## src/rtl/key_debounce_sched.sv

```systemverilog
// key_debounce_sched
//
// Time-shared debounce controller for a bank of active-low push buttons. One
// stability timer is granted round-robin to whichever key's synchronized level
// differs from its debounced level. A level that holds for DEBOUNCE_CYC cycles
// is accepted and reported as a single press/release event over valid/ready.
//
// Ports:
//   clk        system clock
//   rst_n      asynchronous, active-low reset
//   ikey       raw button levels (active-low, asynchronous to clk)
//   key_state  debounced levels, 1 = released
//   ev_valid   event available
//   ev_ready   consumer accepts event
//   ev_key     index of the key that changed
//   ev_press   1 = press (1->0), 0 = release (0->1)
//   busy       timer granted (TIME or EMIT)

module key_debounce_sched #(
  parameter int unsigned N_KEYS       = 4,
  parameter int unsigned DEBOUNCE_CYC = 1_000_000,
  parameter int unsigned CNT_W        = 20,
  localparam int unsigned KW          = $clog2(N_KEYS)
) (
  input  logic              clk,
  input  logic              rst_n,
  input  logic [N_KEYS-1:0] ikey,
  output logic [N_KEYS-1:0] key_state,
  output logic              ev_valid,
  input  logic              ev_ready,
  output logic [KW-1:0]     ev_key,
  output logic              ev_press,
  output logic              busy
);

  typedef enum logic [1:0] {StIdle, StTime, StEmit} state_e;

  state_e            state_q, state_d;
  logic [N_KEYS-1:0] sync1_q, sync2_q;
  logic [N_KEYS-1:0] key_state_q, key_state_d;
  logic [N_KEYS-1:0] pending;
  logic [KW-1:0]     cur_q, cur_d;
  logic [KW-1:0]     last_q, last_d;
  logic [CNT_W-1:0]  timer_q, timer_d;
  logic              busy_q;
  logic [KW-1:0]     pick;
  logic              pick_vld;

  // Two-flop synchronizer; resets to the released level so no spurious
  // transitions appear when reset is released with keys idle.
  always_ff @(posedge clk or negedge rst_n) begin
    if (!rst_n) begin
      sync1_q <= '1;
      sync2_q <= '1;
    end else begin
      sync1_q <= ikey;
      sync2_q <= sync1_q;
    end
  end

  assign pending = sync2_q ^ key_state_q;

  // Round-robin search starting just after the last granted key.
  always_comb begin
    int unsigned idx;
    idx      = 0;
    pick     = '0;
    pick_vld = 1'b0;
    for (int unsigned off = 1; off <= N_KEYS; off++) begin
      idx = (32'(last_q) + off) % N_KEYS;
      if (!pick_vld && pending[idx]) begin
        pick     = KW'(idx);
        pick_vld = 1'b1;
      end
    end
  end

  // State register.
  always_ff @(posedge clk or negedge rst_n) begin
    if (!rst_n) begin
      state_q     <= StIdle;
      cur_q       <= '0;
      last_q      <= KW'(N_KEYS - 1);
      timer_q     <= '0;
      key_state_q <= '1;
      busy_q      <= 1'b0;
    end else begin
      state_q     <= state_d;
      cur_q       <= cur_d;
      last_q      <= last_d;
      timer_q     <= timer_d;
      key_state_q <= key_state_d;
      busy_q      <= (state_d != StIdle);
    end
  end

  // Next-state logic. last is updated at grant time, so an abandoned key
  // has already advanced the round-robin pointer and cannot starve others.
  always_comb begin
    state_d     = state_q;
    cur_d       = cur_q;
    last_d      = last_q;
    timer_d     = timer_q;
    key_state_d = key_state_q;
    unique case (state_q)
      StIdle: begin
        if (pick_vld) begin
          cur_d   = pick;
          last_d  = pick;
          timer_d = '0;
          state_d = StTime;
        end
      end
      StTime: begin
        if (!pending[cur_q]) begin
          state_d = StIdle;
        end else if (timer_q == CNT_W'(DEBOUNCE_CYC - 1)) begin
          key_state_d[cur_q] = sync2_q[cur_q];
          state_d            = StEmit;
        end else begin
          timer_d = timer_q + CNT_W'(1);
        end
      end
      StEmit: begin
        if (ev_ready) state_d = StIdle;
      end
      default: state_d = StIdle;
    endcase
  end

  // Outputs. key_state already holds the new level in EMIT, so a press is
  // reported when the accepted level is 0.
  always_comb begin
    ev_valid  = (state_q == StEmit);
    ev_key    = cur_q;
    ev_press  = ev_valid & ~key_state_q[cur_q];
    key_state = key_state_q;
    busy      = busy_q;
  end

endmodule

```

## config.mk

```make
export PLATFORM = sky130hd
export DESIGN_NAME = key_debounce_sched
export DESIGN_NICKNAME = d
export VERILOG_FILES = /design/src/rtl/key_debounce_sched.sv
export SDC_FILE = /design/constraint.sdc
export NUM_CORES = 1
export LEC_CHECK = 0
export BUFFER_PORTS_ARGS = -buffer_cell sky130_fd_sc_hd__buf_2
export CORE_MARGIN = 1
export CORE_UTILIZATION = 45
export DETAILED_ROUTE_END_ITERATION = 16
export GPL_TIMING_DRIVEN = 0
export PLACE_DENSITY = 0.72
export SLEW_MARGIN = 20
export SYNTH_ARGS = -nofsm -noshare
export SYNTH_HDL_FRONTEND = slang
export SYNTH_SLANG_ARGS = --single-unit
```

## constraint.sdc

```tcl
create_clock -name clk -period 4.2 [get_ports clk]
set_clock_uncertainty 0.15 [all_clocks]
set_input_delay 0.42 -clock clk [delete_from_list [all_inputs] [get_ports clk]]
set_output_delay 0.42 -clock clk [all_outputs]
set_load 0.1 [all_outputs]
```

==> results.txt, run 1 <==
status = finished clean
unrepaired setup endpoints after global routing = no
grt met3 use = 0.04651
number of synthesized flops with an enable pin = 0
ys async rst share = 1.000
most frequent CP cell = o41ai_1
DRT antenna net count = 0
mean routed wirelength per cell = 15.97 um
synthesized area = 2041 sq um
placed cells = 267
Setup crit end kind = register
Final TNS setup = 0 ns
Max IR drop VDD = 270.1 uV
cell area after layout = 2293 sq um
critical path arrival = 2.77 ns
met2 Use GR = 0.3128
Setup violations, final = 0
# Max-Cap Violations = 0
Main synth FF type = dfrtp_1
share of cells above drive strength 1 = 0.2287
Antenna Cells = 0
commonest non-fill, non-tap cell in the layout = dfrtp_1
Final WS setup = 1.456 ns
htree depth = 2
Num CTS Buffers = 5
Cell Chain, Critical Path = xor2_1 -> o41ai_1 -> clkbuf_1 -> buf_2 -> o311ai_1 -> o41ai_1
deepest clock path buffer count = 2
CTS sink cnt = 39
Slew HR = 0.4340
global-route wire length before repair = 7445 um
hold slack = 0.06406 ns
final core utilization = 0.5267
pin count of the biggest net entering global routing = 40
die height = 69.34 um
global route overflow = 0
clock latency on the worst-skew pair = 0.30 ns
met1 Use GR = 0.2602
Syn Inst Count = 200
GPL Wtd Cong = 0.8644
Hold Buf Count CTS = 0
Yosys reg bits = 39
most frequent cells in the layout = dfrtp_1 (25), nand2_1 (18), buf_2 (18)
clk slew on worst S/H paths = 0.08 ns
Post-DP HPWL = 3055 um
critical path startpoint category = register
initial antenna violation count = 0
Final Slew Violations = 0
Starting DRT DRC Count = 141
fin nets = 230
Pre-antenna DRT Iters = 4
Final Power = 1.275 mW
setup bufs post-CTS = 0
Non-Filler Instances = 275
Syn Nets = 208
overall routing resource usage = 0.1975
Core Area = 4354 sq um
Starting Density = 0.4687
Critical-path top delay cell = o41ai_1
GRT Max-Usage Layer = met2
post-synthesis sequential area ratio = 0.4868
synth unique cells = 50
post-cts sizing count = 0
drt via density = 5.982
critical path type = reg -> reg
pre-CTS setup slack = 1.529 ns
Tmin final = 2.744 ns
CP Buf/Inv Count = 2
worst min path class = in -> async
Die Wd = 69.34 um
Root Buffer = clkbuf_8
TritonCTS clock tree = done
Static Leak = 0.9531 nW
Post-Route WL = 4391 um
Worst-Margin Slew = 0.8490 ns
Power Dens Cells = 556.1 nW/um^2
vias in the first global route = 1,562
CP top delay family = compound AO/OA/AOI/OAI gates
final hold vios = 0
Cell Rows = 24
area post-placement = 2181 sq um
crit path max fanout = 10
die area = 4808 sq um
DR DRC count = 0
Area Growth Syn to Fin = 12.39%
period utilization = 0.6534
via count = 1,645
Buffers on Ports = 15
Achievable Freq = 364.4 MHz
Mean Syn Cell Area = 10.20 sq um
WP data required = 4.22 ns
CP max stage delay = 0.76 ns
I/O pins = 16
yosys warns = 0
-- final cells by class --
| class | count | area [sq um] |
|---|---|---|
| flip-flops and latches | 39 | 993.5 |
| clock inverters | 3 | 43.79 |
| multi-input cells | 147 | 983.4 |
| inverters | 4 | 15.01 |
| clock buffers | 5 | 68.82 |
| plain buffers | 10 | 48.80 |
| well taps | 52 | 65.06 |
| fillers | 402 | 2061 |
| repair buffers | 15 | 75.07 |
-- sequential cells by signal (all words and copies together), names as in the netlist --
register,cells
busy,1
ev_key,2
key_state,4
last_q,2
state_q,2
sync1_q,4
sync2_q,4
timer_q,20
-- Yosys cell counts, types with 6 or more instances --
master,number,area [sq um]
a21oi_1,6,30.03
o21ai_0,9,45.04
nor2_1,12,45.04
clkbuf_1,6,22.52
nand2_1,18,67.56
dfstp_2,14,367.9
nand2b_1,10,62.56
nand3_1,11,55.05
nand4_1,6,37.54
o41ai_1,6,52.55
o31ai_1,6,45.04
dfrtp_1,25,625.6
-- layer usage --
| layer | routed length, um | vias up | part of all wire |
|---|---|---|---|
| met5 | 0 | - | 0 |
| met3 | 187 | 8 | 0.043 |
| met4 | 76 | 0 | 0.017 |
| met2 | 2149 | 40 | 0.49 |
| li1 | - | 796 | - |
| met1 | 1978 | 801 | 0.45 |
-- kinds of logic after synthesis --
family,count (synthesis),share of synthesized area
buffers and inverters,14,0.03126
and+or+nand+nor,81,0.2127
DFF,39,0.4868
muxes,6,0.03801
adders and majority gates,2,0.01104
AOI/OAI and AO/OA,51,0.1827
xor gates and xnor gates,7,0.03740
-- where the power goes --
group	switching (mW)	leakage [nW]	internal, mW	total, mW
clock network	0.139	0.0581	0.177	0.315
logic	0.357	0.411	0.128	0.486
registers	0.0443	0.484	0.430	0.474
total	0.540	0.953	0.735	1.28
-- final timing paths --
check	startpoint	slack (ns)	cells past startpoint	end
worst max-delay path	key_state[1]	1.46	6	timer_q[18]
worst min-delay path	rst_n	0.06	1	ev_key[0]
worst max register to register	key_state[1]	1.46	6	timer_q[18]
worst min register to register	sync1_q[1]	0.21	0	sync2_q[1]
max in group asynchronous	rst_n	3.28	1	timer_q[2]
min in group clk	ikey[0]	0.07	1	sync1_q[0]
Note: power is estimated with default switching activity, not from simulation.
==> inputs of run 2 (changes only) <==
--- a/config.mk
+++ b/config.mk
@@ -5,12 +5,13 @@
 export SDC_FILE = /design/constraint.sdc
 export NUM_CORES = 1
 export LEC_CHECK = 0
+export ABC_AREA = 1
 export BUFFER_PORTS_ARGS = -buffer_cell sky130_fd_sc_hd__buf_2
 export CORE_MARGIN = 1
 export CORE_UTILIZATION = 45
 export DETAILED_ROUTE_END_ITERATION = 16
 export GPL_TIMING_DRIVEN = 0
-export PLACE_DENSITY = 0.72
+export PLACE_DENSITY = 0.73
 export SLEW_MARGIN = 20
 export SYNTH_ARGS = -nofsm -noshare
 export SYNTH_HDL_FRONTEND = slang
==> constraint.sdc (replaced) <==
create_clock -name clk -period 2.3 [get_ports clk]
set_clock_uncertainty 0.15 [all_clocks]
set_input_delay 0.23 -clock clk [delete_from_list [all_inputs] [get_ports clk]]
set_output_delay 0.23 -clock clk [all_outputs]
set_load 0.1 [all_outputs]
==> run 2 against run 1 <==
Synthesized area up 23%. Core utilization up 1.9 points. Die area rose by 22%. Critical path depth did not move. Sequential power rose by 92%. Clock-buffer cell count unchanged.
==> results.txt, run 2 <==
status = finished clean (unchanged)
die area = 5886 sq um (was 4808 sq um)
M1 wire length = 2618 um (was 1978 um)
TritonCTS clock tree = done (unchanged)
Starting DRT DRC Count = 136 (was 141)
count leader, synth = nand2_1 (was dfrtp_1)
Tmin final = 2.221 ns
Root Buffer = clkbuf_8 (unchanged)
vias in the first global route = 2,145 (was 1,562)
ys async rst share = 1.000 (unchanged)
Max IR drop VDD = 545.0 uV (was 270.1 uV)
Synth Area in Compound Gates = 0.03137 (was 0.1827)
fraction of synthesized area in multiplexers = 0 (was 0.03801)
Starting Density = 0.4797 (was 0.4687)
global route overflow = 0 (unchanged)
share of cells above drive strength 1 = 0.2053 (was 0.2287)
Area Growth Syn to Fin = 13.74% (was 12.39%)
slack of the worst reg-to-reg path = 0.19 ns (was 1.46 ns)
area leader, netlist = dfrtp_1 (unchanged)
Top Metal Used = met4 (unchanged)
Largest Register = timer_q (unchanged)
pin count of the biggest net entering global routing = 40 (unchanged)
synthesized area = 2512 sq um (was 2041 sq um)
die height = 76.72 um (was 69.34 um)
routed wl met3 = 242 um (was 187 um)
most frequent cells in the layout = nand2_1 (97), nand3_1 (55), nor2_1 (50) (was dfrtp_1 (25), nand2_1 (18), buf_2 (18))
setup bufs post-CTS = 0 (unchanged)
initial antenna violation count = 0 (unchanged)
Num CTS Buffers = 5 (unchanged)
I/O pins = 16 (unchanged)
Critical-path top delay cell = dfrtp_4 (was o41ai_1)
Syn Inst Count = 347 (was 200)
DR DRC count = 0 (unchanged)
met2 wire length = 2710 um (was 2149 um)
clk slew on worst S/H paths = 0.08 ns (about the same)
hold slack = 0.1378 ns (was 0.06406 ns)
overall routing resource usage = 0.2062 (was 0.1975)
commonest non-fill, non-tap cell in the layout = nand2_1 (was dfrtp_1)
post-synthesis sequential area ratio = 0.3954 (was 0.4868)
Post-synth top cells = nand2_1 (97), nand3_1 (55), nor2_1 (52) (was dfrtp_1 (25), nand2_1 (18), dfstp_2 (14))
post-synth top area share = 0.2490 (was 0.3066)
critical path arrival = 1.84 ns (was 2.77 ns)
crit path max fanout = 7 (was 10)
area post-placement = 2713 sq um (was 2181 sq um)
fin nets = 382 (was 230)
Slew HR = 0.4324 (was 0.4340)
critical path type = reg -> out (was reg -> reg)
CTS sink cnt = 39 (unchanged)
Final Slew Violations = 0 (unchanged)
Core Area = 5238 sq um (was 4354 sq um)
Main synth FF type = dfrtp_1 (unchanged)
GPL Wtd Cong = 0.9487 (was 0.8644)
Yosys reg bits = 39 (unchanged)
critical path startpoint category = register (unchanged)
Pre-antenna DRT Iters = 4 (unchanged)
Syn Nets = 355 (was 208)
Worst-Margin Slew = 0.8514 ns (was 0.8490 ns)
Static Leak = 1.387 nW (was 0.9531 nW)
CP max stage delay = 0.53 ns (was 0.76 ns)
# Max-Cap Violations = 0 (unchanged)
via count = 2,283 (was 1,645)
WP data required = 1.92 ns (was 4.22 ns)
period utilization = 0.9655
Mean Syn Cell Area = 7.240 sq um (was 10.20 sq um)
Largest register FFs = 20 (unchanged)
Synth Area in Simple Gates = 0.4348 (was 0.2128)
main combinational cell family by area after synthesis = simple AND/OR/NAND/NOR gates (unchanged)
cell area after layout = 2858 sq um (was 2293 sq um)
worst min path class = in -> reg (was in -> async)
Post-Synth Adder-Cell Area = 0.004980 (was 0.01104)
Antenna Cells = 0 (unchanged)
Setup crit end kind = primary output (was register)
number of synthesized flops with an enable pin = 0 (unchanged)
synth top area cells = dfrtp_1 (25%), dfstp_2 (15%), nand2_1 (14%) (was dfrtp_1 (31%), dfstp_2 (18%), nand2_1 (3.3%))
final hold vios = 0 (unchanged)
global-route wire length before repair = 9791 um (was 7445 um)
yosys warns = 0 (unchanged)
Achievable Freq = 450.3 MHz
deepest clock path buffer count = 2 (unchanged)
drt via density = 5.130 (was 5.982)
unrepaired setup endpoints after global routing = no (unchanged)
Post-DP HPWL = 4269 um (was 3055 um)
Die Wd = 76.72 um (was 69.34 um)
clock latency on the worst-skew pair = 0.29 ns (was 0.30 ns)
htree depth = 2 (unchanged)
DRT antenna net count = 0 (unchanged)
mean routed wirelength per cell = 12.60 um (was 15.97 um)
Post-Synth XOR/XNOR Area = 0.04880 (was 0.03740)
Cell Chain, Critical Path = inv_2 -> nor2_2 -> nand2_1 -> o21ai_2 -> a2111oi_4 -> buf_2 (was xor2_1 -> o41ai_1 -> clkbuf_1 -> buf_2 -> o311ai_1 -> o41ai_1)
Cell Rows = 26 (was 24)
Post-Route WL = 5605 um (was 4391 um)
Buffers on Ports = 15 (unchanged)
Setup violations, final = 0 (unchanged)
Power Dens Cells = 1017 nW/um^2 (was 556.1 nW/um^2)
synth unique cells = 32 (was 50)
==> run 2: cell count changes in the layout (fill, tap and decap cells not counted), moves of 6 or more <==
cell,change
o41ai_1,-6
inv_1,+26
nor2_1,+38
xor2_1,+12
o31ai_1,-6
nand2_1,+79
nand3_1,+44
nand2b_1,-10
==> run 2: power by group <==
group / internal [mW] / switching, mW
Combinational: 0.467 / 1.05
Sequential: 0.802 / 0.110
Clock: 0.217 / 0.258
==> run 2: repair_timing <==
action | in CTS | in global routing
endpoints found under the setup margin | 0 | 2
endpoints found under the hold margin | 29 | 0
hold buffers | 5 | 0
gates resized for setup | 0 | 1
==> run 2: per-stage QoR <==
step / cells / TNS (ns) / utilization / power [mW] / worst slack (ns)
floorplan: 347 / -0.1919 / - / 2.120 / -0.1919
global placement: 432 / 0 / 0.5179 / 2.411 / 0.2597
detailed placement: 432 / 0 / 0.5179 / 2.435 / 0.2208
CTS: 445 / 0 / 0.5452 / 2.924 / 0.07046
global route: 445 / 0 / 0.5456 / 3.151 / 0.004935
finish: 445 / 0 / 0.5456 / 2.907 / 0.07941
==> run 2: area by class of cell <==
type	count	area, sq um
buffer	8	72.57
clock buffer	5	68.82
clock inverter	3	23.77
fill	486	2380
inverter	36	140.1
multi-input combinational	264	1339
sequential	39	1001
tap	70	87.58
timing repair buffer	20	125.1
==> run 2: cells by family (layout without fill, tap and decap cells) <==
group / count (synthesis) / in the layout
and+or+nand+nor: 236 / 236
buffers and inverters: 44 / 72
DFF: 39 / 39
xor gates and xnor gates: 14 / 14
AOI/OAI and AO/OA: 13 / 13
adders and majority gates: 1 / 1
==> run 2: metal layers <==
metal / track usage / up-vias
met5: 0 / -
met4: 0.05577 / 0
met3: 0.02976 / 2
met2: 0.3402 / 54
met1: 0.2813 / 1058
li1: - / 1169
==> run 2: worst max-delay path, delay by kind of cell, from the launching register on <==
family	cells	cell delay [ns]
buffers and inverters	2	0.54
DFF	1	0.53
and+or+nand+nor	2	0.12
AOI/OAI and AO/OA	2	0.36
==> run 2: worst paths after layout <==
kind / startpoint / to / depth (start not counted)
hold / removal: ev_ready / state_q[1] / 4
min in group asynchronous: rst_n / timer_q[18] / 2
hold reg to reg: sync1_q[0] / sync2_q[0] / 0
max in group asynchronous: rst_n / ev_key[0] / 2
setup reg to reg: key_state[2] / timer_q[18] / 12
setup / recovery: ev_key[0] / ev_press / 6
